**src/rtl/lshift_arbiter.sv**
```systemverilog
// Round-robin arbiter sharing one combinational left shifter between two requesters,
// with a single registered result stage and saturating per-requester grant counters.
module lshift_arbiter #(
    parameter int unsigned DW = 32,
    parameter int unsigned SW = 6,
    parameter int unsigned CW = 16
) (
    input  logic          clk,
    input  logic          rst,
    input  logic          req0_valid,
    output logic          req0_ready,
    input  logic [DW-1:0] req0_data,
    input  logic [SW-1:0] req0_shamt,
    input  logic          req1_valid,
    output logic          req1_ready,
    input  logic [DW-1:0] req1_data,
    input  logic [SW-1:0] req1_shamt,
    output logic          rsp0_valid,
    input  logic          rsp0_ready,
    output logic          rsp1_valid,
    input  logic          rsp1_ready,
    output logic [DW-1:0] rsp_data,
    output logic          busy,
    output logic [CW-1:0] grant_cnt0,
    output logic [CW-1:0] grant_cnt1
);

    logic          r_out_valid;
    logic          r_out_owner;
    logic [DW-1:0] r_out_data;
    logic          r_prio;
    logic [CW-1:0] r_cnt0;
    logic [CW-1:0] r_cnt1;

    logic          w_drain;
    logic          w_can_accept;
    logic          w_gnt_valid;
    logic          w_gnt;
    logic          w_accept;
    logic [DW-1:0] w_sel_data;
    logic [SW-1:0] w_sel_shamt;
    logic [DW-1:0] w_shifted;

    always_comb begin
        w_drain      = r_out_valid && (r_out_owner ? rsp1_ready : rsp0_ready);
        w_can_accept = !r_out_valid || w_drain;
        w_gnt_valid  = req0_valid || req1_valid;
        // On a tie the priority bit picks; otherwise whichever side is valid wins.
        w_gnt        = (req0_valid && req1_valid) ? r_prio : req1_valid;
        w_accept     = w_gnt_valid && w_can_accept;
        req0_ready   = w_accept && !w_gnt;
        req1_ready   = w_accept && w_gnt;
    end

    always_comb begin
        w_sel_data  = w_gnt ? req1_data : req0_data;
        w_sel_shamt = w_gnt ? req1_shamt : req0_shamt;
        w_shifted   = '0;
        if (32'(w_sel_shamt) < DW) begin
            w_shifted = w_sel_data << w_sel_shamt;
        end
    end

    always_ff @(posedge clk or posedge rst) begin
        if (rst) begin
            r_out_valid <= 1'b0;
            r_out_owner <= 1'b0;
            r_out_data  <= '0;
            r_prio      <= 1'b0;
        end else if (w_accept) begin
            r_out_valid <= 1'b1;
            r_out_owner <= w_gnt;
            r_out_data  <= w_shifted;
            r_prio      <= ~w_gnt;
        end else if (w_drain) begin
            r_out_valid <= 1'b0;
        end
    end

    always_ff @(posedge clk or posedge rst) begin
        if (rst) begin
            r_cnt0 <= '0;
            r_cnt1 <= '0;
        end else if (w_accept) begin
            if (!w_gnt && (r_cnt0 != '1)) begin
                r_cnt0 <= r_cnt0 + 1'b1;
            end
            if (w_gnt && (r_cnt1 != '1)) begin
                r_cnt1 <= r_cnt1 + 1'b1;
            end
        end
    end

    assign rsp0_valid = r_out_valid && !r_out_owner;
    assign rsp1_valid = r_out_valid && r_out_owner;
    assign rsp_data   = r_out_data;
    assign busy       = r_out_valid;
    assign grant_cnt0 = r_cnt0;
    assign grant_cnt1 = r_cnt1;

endmodule
```
**config.mk**
```make
export PLATFORM = sky130hd
export DESIGN_NAME = lshift_arbiter
export DESIGN_NICKNAME = d
export VERILOG_FILES = /design/src/rtl/lshift_arbiter.sv
export SDC_FILE = /design/constraint.sdc
export NUM_CORES = 1
export LEC_CHECK = 0
export ABC_CLOCK_PERIOD_IN_PS = 3000
export CORE_ASPECT_RATIO = 1.5
export CORE_UTILIZATION = 45
export CTS_CLUSTER_DIAMETER = 100
export DETAILED_ROUTE_END_ITERATION = 12
export GPL_TIMING_DRIVEN = 0
export HOLD_SLACK_MARGIN = 0.08
export PLACE_DENSITY = 0.76
export SLEW_MARGIN = 20
export SYNTH_ARGS = -nofsm -noshare
export SYNTH_HDL_FRONTEND = slang
export SYNTH_SLANG_ARGS = --single-unit
export TNS_END_PERCENT = 5
```
**constraint.sdc**
```tcl
create_clock -name clk -period 3 [get_ports clk]
set_clock_uncertainty 0.2 [all_clocks]
set_input_delay 0.45 -clock clk [delete_from_list [all_inputs] [get_ports clk]]
set_output_delay 0.45 -clock clk [all_outputs]
set_load 0.03 [all_outputs]
```
==> reports/summary.json <==
{
  "floorplan.initialDensity": {"value": 46.55, "unit": "%"},
  "unrepaired_setup_endpoints_after_global_routing": {"value": "yes"},
  "number_of_storage_elements_in_the_synthesis_netlist": {"value": 67},
  "clock_sinks": {"value": 67},
  "fin_ws": {"value": 83.67, "unit": "ps"},
  "nets": {"value": 826},
  "antenna_found_initial": {"value": 0},
  "core": {"value": 0.01159, "unit": "sq mm"},
  "grt_pass1_wl": {"value": 30540, "unit": "microns"},
  "slew_viol_final": {"value": 0},
  "clockBufferDepth": {"value": 2},
  "most_common_library_cell_in_the_layout_ignoring_fill_and_taps": {"value": "clkdlybuf4s50_1"},
  "die-area": {"value": 0.01244, "unit": "sq mm"},
  "cts_buffers": {"value": 9},
  "p_total": {"value": 4.369, "unit": "mW"},
  "synth.lib_cells_used.distinct": {"value": 63},
  "hpwl": {"value": 15420, "unit": "microns"},
  "io_buffers": {"value": 149},
  "crit_arrival": {"value": 2960, "unit": "ps"},
  "postCtsResizedCells": {"value": 5},
  "final.min_clock_period": {"value": 2916, "unit": "ps"},
  "via_per_inst": {"value": 6.089},
  "worst_pin_slew": {"value": 845.7, "unit": "ps"},
  "number_of_primary_i_o_pins": {"value": 151},
  "slew_headroom": {"value": 43.36, "unit": "%"},
  "synth_cells": {"value": 581},
  "power.leakage": {"value": 3.209, "unit": "nW"},
  "critPathLaunchType": {"value": "input port"},
  "dr.first_iter.drc_count": {"value": 444},
  "max_clock_freq": {"value": 342.9, "unit": "MHz"},
  "syn_avg_cell_area": {"value": 9.286, "unit": "sq um"},
  "part_of_the_yosys_area_used_for_sequential_elements": {"value": 31.08, "unit": "%"},
  "drive_above_1_share": {"value": 14.99, "unit": "%"},
  "finish.cell_count_without_fillers": {"value": 897},
  "dieHeight": {"value": 136.1, "unit": "microns"},
  "post_cts_buffers": {"value": 0},
  "max-vdd-ir-drop": {"value": 515.8, "unit": "uV"},
  "diodes": {"value": 0},
  "postPlaceCellArea": {"value": 0.007104, "unit": "sq mm"},
  "grt_max_degree": {"value": 47},
  "crit_fanout": {"value": 10},
  "ys_async_sr_fraction": {"value": 100.0, "unit": "%"},
  "finalSetupViolations": {"value": 0},
  "drc": {"value": 0},
  "synth.yosys.warnings": {"value": 0},
  "min_period_over_period": {"value": 97.21, "unit": "%"},
  "worstSetupEndpointType": {"value": "register"},
  "power.density_cell_area": {"value": 589.3, "unit": "mW/mm^2"},
  "globalRoute.totalOverflow": {"value": 0},
  "first_global_vias": {"value": 5523},
  "max-cap-violations": {"value": 0},
  "synth_nets": {"value": 665},
  "synth_area": {"value": 0.005395, "unit": "sq mm"},
  "clock_latency": {"value": 340, "unit": "ps"},
  "synthFlopType": {"value": "dfrtp_1"},
  "detail_route.wl_per_cell": {"value": 21.94, "unit": "microns"},
  "placed_cells_incl_taps": {"value": 881},
  "flow.area_growth_from_synthesis": {"value": 37.43, "unit": "%"},
  "number_of_hold_buffers_added_after_cts": {"value": 0},
  "most-common-layout-cells": {"value": "clkdlybuf4s50_1, mux2i_1, dfrtp_1"},
  "worstHoldPathType": {"value": "in2async"},
  "timing_worst_setup_path_type": {"value": "in2reg"},
  "antenna_violating_nets_post_route": {"value": 0},
  "std_cell_rows": {"value": 48},
  "clkSlewWorstSetupHoldPaths": {"value": 60, "unit": "ps"},
  "synth-edff-count": {"value": 0},
  "result_of_the_run": {"value": "finished, final reports clean"},
  "stdcell_area": {"value": 0.007415, "unit": "sq mm"},
  "h_tree_lvls": {"value": 3},
  "cts-root-buf": {"value": "clkbuf_16"},
  "post_place_setup_slack": {"value": -386.0, "unit": "ps"},
  "die_width": {"value": 91.40, "unit": "microns"},
  "via_count": {"value": 5462},
  "firstDrtPassIters": {"value": 5},
  "grtUsageTotal": {"value": 31.99, "unit": "%"},
  "globalplace.congestion": {"value": 0.9428},
  "wirelength": {"value": 19680, "unit": "microns"},
  "tritoncts": {"value": "yes"},
  "cp_data_required_time": {"value": 3050, "unit": "ps"},
  "final_hold_viol_count": {"value": 0}
}
==> synthesized netlist by cell type (3+ instances only) <==
| master | count | area share, % |
|---|---|---|
| mux2i_1 | 78 | 14 |
| o22ai_1 | 4 | 0.46 |
| a32oi_1 | 9 | 1.5 |
| mux2_2 | 32 | 6.7 |
| mux4_2 | 4 | 1.7 |
| a31oi_1 | 4 | 0.46 |
| a21o_1 | 6 | 0.83 |
| and4_1 | 5 | 0.81 |
| a221oi_1 | 9 | 1.5 |
| and2_1 | 5 | 0.58 |
| inv_1 | 6 | 0.42 |
| buf_2 | 21 | 1.9 |
| dfrtp_1 | 67 | 31 |
| o21ai_0 | 19 | 1.8 |
| nor2b_1 | 8 | 0.93 |
| nor2_1 | 37 | 2.6 |
| a21oi_1 | 20 | 1.9 |
| xnor2_1 | 19 | 3.1 |
| and3_4 | 3 | 0.63 |
| a22o_1 | 7 | 1.1 |
| nand2_1 | 64 | 4.5 |
| nand3_1 | 31 | 2.9 |
| nand3b_1 | 4 | 0.56 |
| o211ai_1 | 21 | 2.9 |
| and3_1 | 10 | 1.2 |
| clkbuf_1 | 8 | 0.56 |
| xor2_1 | 9 | 1.5 |
| a211o_1 | 5 | 0.81 |
| buf_4 | 10 | 1.4 |
| nand4_1 | 8 | 0.93 |
| buf_6 | 3 | 0.63 |
| a211oi_1 | 8 | 1.1 |
| a22oi_1 | 3 | 0.42 |
==> layer usage <==
layer	vias to the layer above	wire length (microns)	GRT usage, %
met1	2624	7941	39.80
met3	45	1333	5.369
met4	0	720	14.55
met2	294	9682	54.09
li1	2499	-	-
met5	-	0	0
==> final timing paths <==
kind | from | end | slack [ps] | depth (start not counted)
max in group asynchronous | rst | rsp_data[11]$_DFFE_PP0P_ | 1840 | 3
min in group clk | rsp_data[8]$_DFFE_PP0P_ | rsp_data[8]$_DFFE_PP0P_ | 280 | 2
min | rst | grant_cnt0[10]$_DFFE_PP0P_ | 230 | 2
max reg2reg | r_prio$_DFFE_PP0P_ | rsp_data[30]$_DFFE_PP0P_ | 270 | 9
min reg2reg | rsp_data[8]$_DFFE_PP0P_ | rsp_data[8]$_DFFE_PP0P_ | 280 | 2
max | req0_valid | rsp_data[30]$_DFFE_PP0P_ | 80 | 10
==> layout make-up <==
cell class	instances	area (sq um)
plain buffers	43	256.5
fillers	1006	4177
inverters	6	25.02
well taps	150	187.7
clock buffers	9	225.2
repair buffers	150	1513
clock inverters	7	58.81
flip-flops and latches	67	1677
multi-input cells	465	3472
==> state kept, by name, indices dropped and copies added, names as in the netlist <==
name	cells
busy	1
grant_cnt0	16
grant_cnt1	16
r_out_owner	1
r_prio	1
rsp_data	32
==> power breakdown <==
part | internal (mW) | switching [mW] | total (mW)
clock | 0.572 | 0.434 | 1.01
combinational | 0.878 | 1.22 | 2.09
sequential | 1.09 | 0.181 | 1.27
==> metrics by stage <==
step | hold WS, ps | TNS [ps] | util, %
2_1_floorplan | 267.0 | 0 | -
3_3_place_gp | 259.6 | -31640 | 61.03
3_5_place_dp | 259.7 | -4789 | 61.29
4_1_cts | 243.6 | 0 | 63.75
5_1_grt | 262.2 | -0.3864 | 63.97
6_report | 234.3 | 0 | 63.97
==> worst max-delay path, cell delays in order <==
cell             delay, ps
clkdlybuf4s50_1        520
nand2b_4                80
buf_6                  140
nand2_2                 90
buf_2                  250
nor2_1                  80
a31oi_1                630
mux2_2                 380
mux2i_1                120
o211ai_1               210
==> logic make-up (layout without fill, tap and decap cells) <==
group,Yosys count,in the layout,synth area share (%)
simple gates,184,184,16.91
xor+xnor,28,28,4.546
flops,67,67,31.08
compound gates,135,135,18.65
buf+inv,49,215,5.009
mux,116,116,23.35
fa+ha+maj,2,2,0.4637
Power figures use the tool's default switching activity.
